`src/rtl/rand_gen_pkg.sv`:
```
// Shared constants and the Galois LFSR step function for the random source.
package rand_gen_pkg;

    localparam int unsigned LFSR_W_DEF = 16;
    localparam logic [15:0] TAPS_DEF   = 16'hB400;
    localparam logic [15:0] SEED_DEF   = 16'hACE1;

    // The step works on a wide container so any LFSR width up to STEP_W can
    // share it; callers zero-extend in and truncate out.
    localparam int unsigned STEP_W = 64;

    function automatic logic [STEP_W-1:0] lfsr_step(input logic [STEP_W-1:0] state,
                                                    input logic [STEP_W-1:0] taps);
        return (state >> 1) ^ (state[0] ? taps : '0);
    endfunction

endpackage

```
`src/rtl/lfsr_galois.sv`:
```
// Right-shifting Galois LFSR with synchronous seed load and lock-up recovery.
module lfsr_galois
    import rand_gen_pkg::*;
#(
    parameter int unsigned      W    = LFSR_W_DEF,
    parameter logic [W-1:0]     TAPS = TAPS_DEF,
    parameter logic [W-1:0]     SEED = SEED_DEF
) (
    input  logic         clk,
    input  logic         rst,
    output logic [W-1:0] state_o
);

    // An all-zero seed would lock the register, so it is replaced by 1.
    localparam logic [W-1:0] SEED_EFF = (SEED == '0) ? W'(1) : SEED;

    always_ff @(posedge clk) begin
        if (rst) begin
            state_o <= SEED_EFF;
        end else if (state_o == '0) begin
            state_o <= SEED_EFF;
        end else begin
            state_o <= W'(lfsr_step(STEP_W'(state_o), STEP_W'(TAPS)));
        end
    end

endmodule

```
`src/rtl/rand_gen_3bit.sv`:
```
// Free-running 3-bit pseudo-random source: low bits of a 16-bit Galois LFSR.
module rand_gen_3bit
    import rand_gen_pkg::*;
#(
    parameter int unsigned          LFSR_W = LFSR_W_DEF,
    parameter logic [LFSR_W-1:0]    TAPS   = TAPS_DEF,
    parameter logic [LFSR_W-1:0]    SEED   = SEED_DEF
) (
    input  logic       system_clk,
    input  logic       rst,
    output logic [2:0] random
);

    logic [LFSR_W-1:0] state;

    lfsr_galois #(
        .W    (LFSR_W),
        .TAPS (TAPS),
        .SEED (SEED)
    ) u_lfsr (
        .clk     (system_clk),
        .rst     (rst),
        .state_o (state)
    );

    assign random = state[2:0];

    // Upper state bits only feed the LFSR itself.
    if (LFSR_W > 3) begin : g_upper
        logic [LFSR_W-4:0] upper_unused;
        assign upper_unused = state[LFSR_W-1:3];
    end

endmodule

```
`config.mk`:
```
export PLATFORM = sky130hd
export DESIGN_NAME = rand_gen_3bit
export DESIGN_NICKNAME = d
export VERILOG_FILES = /design/src/rtl/rand_gen_pkg.sv /design/src/rtl/lfsr_galois.sv /design/src/rtl/rand_gen_3bit.sv
export SDC_FILE = /design/constraint.sdc
export NUM_CORES = 1
export LEC_CHECK = 0
export CORE_MARGIN = 3
export CORE_UTILIZATION = 32
export DETAILED_ROUTE_END_ITERATION = 7
export SKIP_CTS_REPAIR_TIMING = 1
export SLEW_MARGIN = 0
export SYNTH_ARGS = -nofsm -noshare
export SYNTH_HDL_FRONTEND = slang
export SYNTH_HIERARCHICAL = 1
export SYNTH_SLANG_ARGS = --single-unit
```
`constraint.sdc`:
```
create_clock -name system_clk -period 2.9 [get_ports system_clk]
set_input_delay 0.58 -clock system_clk [delete_from_list [all_inputs] [get_ports system_clk]]
set_output_delay 0.58 -clock system_clk [all_outputs]
set_load 0.1 [all_outputs]
```
# After elaboration in Yosys (flattened, before gate mapping)
# Cells that the tools add are included.
# classes
mux	1
bitwise_logic	1
n_reduce_logical	2
# ops
operator	n
$logic_not A16 Y1	1
$mux W16	1
$xor A15 B16 Y16	1
$reduce_or A2 Y1	1
# word_totals
reg_bits	16
out_inout_bits	3
wordCells	5

# Depth between registers and ports, before layout
# depth
ltp_word	2
ltp_mapped	3
mapped_depth_nobuf	3

# Worst setup path before layout
# Ideal clock, no wire load.
# synth_path
path_kind	flip-flop to flip-flop
start	reg u_lfsr.state_o[0]
end	reg u_lfsr.state_o[10]
setup_time_ns	0.127
arrival_ns	1.706
slack_ns	1.067
stages_incl_launch_ff	4
path_cell_list	dfxtp_1 -> nor4_1 -> and4_4 -> or3_1
# synth_via
elab_chain_cells	2
# synth_rtl
element	line	text
start: declaration	lfsr_galois.sv:11	output logic [W-1:0] state_o
start signal: assignment	lfsr_galois.sv:23	state_o <= W'(lfsr_step(STEP_W'(state_o), STEP_W'(TAPS)));
$logic_not A16 Y1 / $mux W16 (equally long branches)	lfsr_galois.sv:20, rand_gen_pkg.sv:14	
$reduce_or A2 Y1 (no source line) / $xor A15 B16 Y16 (equally long branches)	n/a	
# Several ways; a longest one is shown, not always the timed one.
# A chain may end at the register's enable or synchronous reset.

# Worst setup path in the final report
# layout_path
start	reg u_lfsr.state_o[0]
end	out random[0]
# layout_lines
element	line	text
end: declaration	rand_gen_3bit.sv:11	output logic [2:0] random
# No word-level cell between the ends.

==> flow_results.xml <==
<?xml version="1.0" encoding="UTF-8"?>
<metrics>
  <group name="detailed_routing">
    <metric name="vias_per_cell" unit="">4.855</metric>
    <metric name="routed.top_layer" unit="">met4</metric>
    <metric name="via_count" unit="">301</metric>
    <metric name="wirelength_met1" unit="um">337</metric>
    <metric name="detail_route.wirelength" unit="um">694</metric>
    <metric name="total_length_of_routed_met2_wires" unit="um">295</metric>
    <metric name="route.met3.wl" unit="um">54</metric>
    <metric name="postRouteAntennaNets" unit="">0</metric>
    <metric name="drt-pass1-iter-count" unit="">4</metric>
    <metric name="drt_iter0_markers" unit="">6</metric>
    <metric name="drc_violations_left" unit="">0</metric>
    <metric name="post_drt_wl_per_cell" unit="um">11.19</metric>
  </group>
  <group name="synth">
    <metric name="post_synthesis_sequential_element_count" unit="">16</metric>
    <metric name="syn_inst" unit="">41</metric>
    <metric name="synth_top_family_by_area" unit="">simple AND/OR/NAND/NOR gates</metric>
    <metric name="synthTopCellsByArea" unit="">sky130_fd_sc_hd__dfxtp_1, sky130_fd_sc_hd__or3_1, sky130_fd_sc_hd__nor2b_1</metric>
    <metric name="synth_compound_gate_area_share" unit="%">0</metric>
    <metric name="synth_top_cell_area_share" unit="%">64.16</metric>
    <metric name="yosys.cell_types.count" unit="">10</metric>
    <metric name="arithmetic_cell_share_of_the_synthesized_area_counting_full_adders_half_adders_and_majority_gates" unit="%">0</metric>
    <metric name="synthesis.area_per_instance" unit="um^2">12.18</metric>
    <metric name="syn-cell-area" unit="um^2">499.2</metric>
    <metric name="synth.yosys.seq_area_share" unit="%">64.16</metric>
    <metric name="synthXorXnorAreaFrac" unit="%">5.263</metric>
    <metric name="yosys.area.top_type" unit="">sky130_fd_sc_hd__dfxtp_1</metric>
    <metric name="muxShareOfSynthArea" unit="%">0</metric>
    <metric name="synth.net_count" unit="">43</metric>
    <metric name="yosysWarningCount" unit="">6</metric>
    <metric name="post_synth_and_or_nand_nor_area_fraction" unit="%">29.82</metric>
  </group>
  <group name="finish">
    <metric name="layout.cells.most_common_list" unit="">sky130_fd_sc_hd__dfxtp_1, sky130_fd_sc_hd__or3_1, sky130_fd_sc_hd__nor2b_1</metric>
    <metric name="layout_commonest_cell" unit="">sky130_fd_sc_hd__dfxtp_1</metric>
    <metric name="area.growth.synth_to_final" unit="%">14.04</metric>
    <metric name="multi_input_area" unit="um^2">175.2</metric>
    <metric name="biggestRegsByFlops" unit="">u_lfsr/state_o: 16 flops</metric>
    <metric name="insertedDiodeCount" unit="">0</metric>
    <metric name="layout_fillers" unit="">136</metric>
    <metric name="layout_cell_share_with_drive_strength_beyond_1" unit="%">17.02</metric>
    <metric name="layout.area.seq" unit="um^2">320.3</metric>
    <metric name="finalNetCount" unit="">51</metric>
    <metric name="max_flop_register" unit="">u_lfsr/state_o</metric>
    <metric name="largest_register_ffs" unit="">16</metric>
  </group>
  <group name="timing">
    <metric name="post-route-period-util" unit="%">58.26</metric>
    <metric name="final_period_minus_worst_setup_slack" unit="ns">1.690</metric>
    <metric name="slew_headroom" unit="%">69.90</metric>
    <metric name="finalMaxSlewViolations" unit="">0</metric>
    <metric name="worst_slew_pin_slew" unit="ns">0.4502</metric>
    <metric name="setup_repair_after_global_routing_missed_its_margin" unit="">false</metric>
    <metric name="setup_slack" unit="ns">1.210</metric>
    <metric name="hold_violations" unit="">0</metric>
    <metric name="setup_total_negative_slack" unit="ns">0</metric>
    <metric name="achievable-frequency" unit="GHz">0.5918</metric>
    <metric name="timing.final.setup_violations" unit="">0</metric>
    <metric name="fin_worst_skew" unit="ns">0.004831</metric>
  </group>
  <group name="worst_setup_path">
    <metric name="path_delay_family" unit="">flip-flops</metric>
    <metric name="slowest_delay" unit="ns">0.48</metric>
    <metric name="critPathSlowestCell" unit="">sky130_fd_sc_hd__dfxtp_1</metric>
    <metric name="worstPathRequired" unit="ns">2.32</metric>
    <metric name="cells_along_the_critical_path" unit="">buf_4</metric>
    <metric name="cp-start-kind" unit="">register</metric>
    <metric name="timing.critical_path.to_type" unit="">output port</metric>
    <metric name="critical_path.n_buffers_inverters" unit="">1</metric>
    <metric name="setup.worst_path.class" unit="">register to output port</metric>
    <metric name="crit-reg2reg-launch" unit="">u_lfsr/state_o[0]</metric>
    <metric name="critical_path_peak_fanout" unit="">6</metric>
    <metric name="cp_arrival" unit="ns">1.11</metric>
    <metric name="crit_path_start" unit="">u_lfsr/state_o[0]</metric>
  </group>
  <group name="placement">
    <metric name="place_hpwl" unit="um">487</metric>
    <metric name="finalWeightedCongestion" unit="">0.6184</metric>
    <metric name="buffer_ports.inserted" unit="">4</metric>
    <metric name="worst_case_setup_slack_after_placement" unit="ns">1.097</metric>
  </group>
  <group name="clock_tree">
    <metric name="ctsHtreeMaxLevel" unit="">1</metric>
    <metric name="cts.reportedPaths.clkPinSlew" unit="ns">0.08</metric>
    <metric name="clock_tree.buffer_depth" unit="">2</metric>
    <metric name="clkLatencyLatePin" unit="ns">0.28</metric>
    <metric name="numCtsBuffers" unit="">3</metric>
    <metric name="tritoncts_clock_tree" unit="">built</metric>
    <metric name="clock-sinks" unit="">16</metric>
    <metric name="cts.root.buffer_cell" unit="">sky130_fd_sc_hd__clkbuf_4</metric>
  </group>
  <group name="global_route">
    <metric name="first_pass_grt_wire_length" unit="mm">1.166</metric>
    <metric name="grt_pass1_vias" unit="">260</metric>
    <metric name="grt_antenna_before_repair" unit="">0</metric>
    <metric name="track_usage" unit="%">8.847</metric>
    <metric name="grt.overflow.total" unit="">0</metric>
    <metric name="grt_max_degree" unit="">17</metric>
  </group>
  <group name="die">
    <metric name="floorplan.rows" unit="">13</metric>
    <metric name="floorplan.die_area" unit="um^2">2070</metric>
    <metric name="floorplan.die.height" unit="um">45.50</metric>
    <metric name="design.core.area" unit="um^2">1383</metric>
    <metric name="ios" unit="">5</metric>
    <metric name="die_width" unit="um">45.50</metric>
    <metric name="start_util" unit="%">36.11</metric>
  </group>
  <group name="run_status">
    <metric name="outcome" unit="">complete, no violations</metric>
  </group>
  <group name="worst_hold_path">
    <metric name="min-delay-start" unit="">u_lfsr/state_o[6]</metric>
    <metric name="worstHoldPathType" unit="">register to register</metric>
  </group>
  <group name="power">
    <metric name="leakagePower" unit="nW">0.2213</metric>
    <metric name="vdd_ir_drop_max" unit="V">0.0004017</metric>
    <metric name="total_power_per_unit_cell_area" unit="nW/um^2">685.9</metric>
  </group>
  <group name="flow_run">
    <metric name="drv_cap" unit="">0</metric>
  </group>
</metrics>
[routing by layer]
layer / vias up / track usage [%]
met5: - / 0
met4: 0 / 3.509
met3: 2 / 7.115
met2: 8 / 10.58
met1: 137 / 11.35
li1: 154 / -
[through the flow]
stage          cells  hold WS, ns  power (W)  instance area (um^2)  util, %
6_report          62       0.4555  0.0003905                 569.3    41.18
2_1_floorplan     41       0.4158  0.0002785                 499.2        -
3_5_place_dp      59       0.4375  0.0002877                 546.8    39.55
3_3_place_gp      59       0.4429  0.0002876                 546.8    39.55
4_1_cts           62       0.4622  0.0003971                 569.3    41.18
5_1_grt           62       0.4828  0.0004149                 569.3    41.18
[area by class of cell]
cell class	count	area share, %
sequential	16	56.26
multi-input combinational	24	30.77
timing repair buffer	4	5.714
clock buffer	3	3.956
tap	15	3.297
[cell usage after synthesis]
master / number
sky130_fd_sc_hd__dfxtp_1: 16
sky130_fd_sc_hd__or3_1: 8
sky130_fd_sc_hd__nor2b_1: 7
sky130_fd_sc_hd__nor4_1: 3
sky130_fd_sc_hd__xor2_1: 2
sky130_fd_sc_hd__and4_4: 1
sky130_fd_sc_hd__clkbuf_1: 1
sky130_fd_sc_hd__nor2_1: 1
sky130_fd_sc_hd__nor4_4: 1
sky130_fd_sc_hd__xnor2_1: 1
[final timing paths]
path | end | cells after the start | slack (ns)
max | random[0] | 1 | 1.21
min | u_lfsr/state_o[5] | 1 | 0.46
max reg2reg | u_lfsr/state_o[13] | 3 | 1.69
min reg2reg | u_lfsr/state_o[5] | 1 | 0.46
[logic make-up (layout without fill, tap and decap cells)]
| kind of cell | after synthesis | in the layout |
|---|---|---|
| flops | 16 | 16 |
| buf+inv | 1 | 7 |
| xor+xnor | 3 | 3 |
| simple gates | 21 | 21 |
[report_power, final]
| group | leakage (nW) | total, W | switching, W | internal (W) |
|---|---|---|---|---|
| Sequential | 0.133 | 0.000247 | 0.0000120 | 0.000235 |
| Combinational | 0.0740 | 0.0000350 | 0.0000208 | 0.0000143 |
| Clock | 0.0138 | 0.000108 | 0.0000602 | 0.0000482 |
Power figures use the tool's default switching activity.
==> patch 1 (same settings) <==
The package constant `LFSR_W_DEF` goes from 16 to 18.
--- a/src/rtl/rand_gen_pkg.sv
+++ b/src/rtl/rand_gen_pkg.sv
@@ -3,3 +3,3 @@
 
-    localparam int unsigned LFSR_W_DEF = 16;
+    localparam int unsigned LFSR_W_DEF = 18;
     localparam logic [15:0] TAPS_DEF   = 16'hB400;
Function: no difference found for any inputs over 10 cycles, from zero or initial values; that may be too few to reach the edited logic, so the function may still have changed.
==> patch 1 against the original RTL <==
Sequential share of layout area is the same; critical path depth is the same; largest cell class unchanged; routed wire length is the same; synthesized cell count is the same; total power is the same; area after synthesis is the same; sequential cell count is the same; register-to-register slack is essentially flat; setup slack is the same; highest routed layer unchanged; cell area is the same.
==> patch 1: results (changes against the original RTL) <==
outcome=finished clean; initial antenna violation count=0 (unchanged); vias per cell=4.85 (unchanged); syn nets=43 (unchanged); share of layout cells above drive strength 1=0.170 (unchanged); FILL cells=136 (unchanged); Synth warnings=6 (unchanged); Max clock buf depth=2 (unchanged); Worst Skew=0.00483 ns (unchanged); Pre-antenna DRT Iters=4 (unchanged); clock transition at the registers of the reported paths=0.08 ns (about the same); largest net degree at the start of global routing=17 (unchanged); Total Wirelength=694 um (unchanged); H-tree levels=1 (unchanged); crit path DAT=1.11 ns (about the same); CTS buffer count=3 (unchanged); VDD IR-drop max=0.000402 V (unchanged); placed cell area=547 sq um (unchanged); routability cong.=0.618 (unchanged); CP max stage cell=dfxtp_1; initial drt markers=6 (unchanged); Final Net Count=51 (unchanged); IO Port Bufs=4 (unchanged); max_slew headroom=0.699 (unchanged); largest fanout on the critical path=6 (unchanged); hpwl dp=487 um (unchanged); clock root cell=clkbuf_4; Total Routing Usage GR=0.0885 (unchanged)
patch 1: cell counts in the layout (fill, tap and decap cells not counted):
Identical to the original RTL, type by type.
patch 1: per-stage QoR:
stage / std cells / worst slack (ns)
after detailed placement: 59 / 1.10
after floorplan: 41 / 1.07
after global placement: 59 / 1.10
final: 62 / 1.21
after global routing: 62 / 1.14
after CTS: 62 / 1.19
patch 1: area by class of cell:
| class | count | area, sq um | area share |
|---|---|---|---|
| timing repair buffer | 4 | 32.5 | 0.0571 |
| tap | 15 | 18.8 | 0.0330 |
| multi-input combinational | 24 | 175 | 0.308 |
| clock buffer | 3 | 22.5 | 0.0396 |
| sequential | 16 | 320 | 0.563 |
patch 1: power by group through the flow:
stage / clock [mW] / sequential (mW) / combinational (mW)
after detailed placement: 0 / 0.253 / 0.0352
after CTS: 0.114 / 0.247 / 0.0355
after global routing: 0.128 / 0.249 / 0.0382
final: 0.108 / 0.247 / 0.0350
after global placement: 0 / 0.253 / 0.0349
after floorplan: 0 / 0.263 / 0.0157
patch 1: path summary, 6_finish.rpt:
kind / startpoint / to / slack, ns / cells after the start
worst min-delay path: u_lfsr/state_o[6] / u_lfsr/state_o[5] / 0.46 / 1
worst min register to register: u_lfsr/state_o[6] / u_lfsr/state_o[5] / 0.46 / 1
worst max-delay path: u_lfsr/state_o[0] / random[0] / 1.21 / 1
worst max register to register: u_lfsr/state_o[0] / u_lfsr/state_o[13] / 1.69 / 3
patch 1: per-layer routing:
| metal | global-route usage | vias up | wire [um] |
|---|---|---|---|
| met5 | 0 | - | 0 |
| met4 | 0.0351 | 0 | 6 |
| met3 | 0.0711 | 2 | 54 |
| met2 | 0.106 | 8 | 295 |
| met1 | 0.114 | 137 | 337 |
| li1 | - | 154 | - |
==> patch 2 (same settings) <==
Without the edit above. Put a register stage on the output `random`, without a reset. The value now appears one clock later.
--- a/src/rtl/rand_gen_3bit.sv
+++ b/src/rtl/rand_gen_3bit.sv
@@ -25,3 +25,5 @@
 
-    assign random = state[2:0];
+    always_ff @(posedge system_clk) begin
+        random <= state[2:0];
+    end
 
Check against the original RTL: not equivalent (Yosys sat finds a counterexample within 4 cycles, from zero or initial values).
==> patch 2 against the original RTL <==
Sequential cell count up 3; area after synthesis up 12%; register-to-register slack better by 0.04 ns; total power up 16%; sequential share of layout area up 3.6 points; core utilization down 0.86 points; setup slack better by 0.18 ns; hold slack worse by 0.081 ns; routed wire length up 7.9%; critical path depth up 1; cell area up 12%; critical path type is now in2reg.
==> patch 2: results (changes against the original RTL) <==
antenna cell count=0 (unchanged); max_slew headroom=0.686 (-0.0133); Via Count=307 (+2.0%); Register Area=380 sq um (+19%); Worst Skew=0.00785 ns (+0.00302 ns); multi-input combinational area share=0.276 (-0.0321); Total Wirelength=749 um (+7.9%); routability cong.=0.655 (+6.0%); placed cell area=608 sq um (+11%); crit path DAT=1.68 ns (+0.57 ns); Final Net Count=54 (+5.9%); largest fanout on the critical path=16 (+10); CP max stage cell=clkdlybuf4s50_1; clk sinks=19 (+3); outcome=finished clean; Pre-antenna DRT Iters=4 (unchanged); largest registers=u_lfsr/state_o (16), random (3); syn nets=46 (+7.0%); vias per cell=4.58 (-5.6%); Post-synth top cells=19 x dfxtp_1, 8 x or3_1, 7 x nor2b_1; pre-CTS WS=1.09 ns (-0.00488 ns); ClkCell Share=0.0433 (+0.00375); Total Routing Usage GR=0.0901 (+0.00167); initial drt markers=3 (-3); top cells by area in the synthesized netlist=dfxtp_1 68%, or3_1 8.9%, nor2b_1 7.8%, nor4_4 3.8%, nor4_1 3.4%; Synth cell types=10 (unchanged); post-layout util=0.403 (-0.00859); delay-heaviest family, CP=buffers and inverters; buffering overhead=0.0512 (-0.00596); first-pass GRT wire length=1390 um (+19%); FILL cells=159 (+17%); number of global-route vias before repair=294 (+13%); VDD IR-drop max=0.000319 V (-21%); Pleak=0.250 nW (+13%); share of layout cells above drive strength 1=0.176 (+0.00626); placed insts=63 (+6.8%); Seq/Total Area, Yosys=0.680 (+0.0385); hpwl dp=508 um (+4.4%); Tap Cells=16 (+1); slowest cell delay on critical path=0.65 ns (+0.17 ns); Mean Syn Cell Area=12.7 sq um (+4.4%)
==> patch 2: worst paths after layout <==
path / from / endpoint / slack [ns] / cells after the start
min: u_lfsr/state_o[2] / random[2] / 0.37 / 0
max reg2reg: u_lfsr/state_o[0] / u_lfsr/state_o[10] / 1.73 / 3
min reg2reg: u_lfsr/state_o[2] / random[2] / 0.37 / 0
max: rst / u_lfsr/state_o[10] / 1.39 / 2
==> patch 2: where the power goes <==
group,internal [mW],switching [mW],total (mW)
sequential,0.278,0.0123,0.290
combinational,0.0144,0.0211,0.0355
clock,0.0513,0.0746,0.126
total,0.344,0.108,0.452
==> patch 2: cells by family (layout without fill, tap and decap cells) <==
family | after synthesis | count (layout) | share of synthesized area
simple gates | 21 | 21 | 0.266
flops | 19 | 19 | 0.680
xor+xnor | 3 | 3 | 0.0470
buf+inv | 1 | 8 | 0.00670
==> patch 2: metal layers <==
layer  track usage  wire length (um)
met4        0.0161                 0
met1         0.126               411
met3        0.0564                31
met2         0.119               306
met5             0                 0
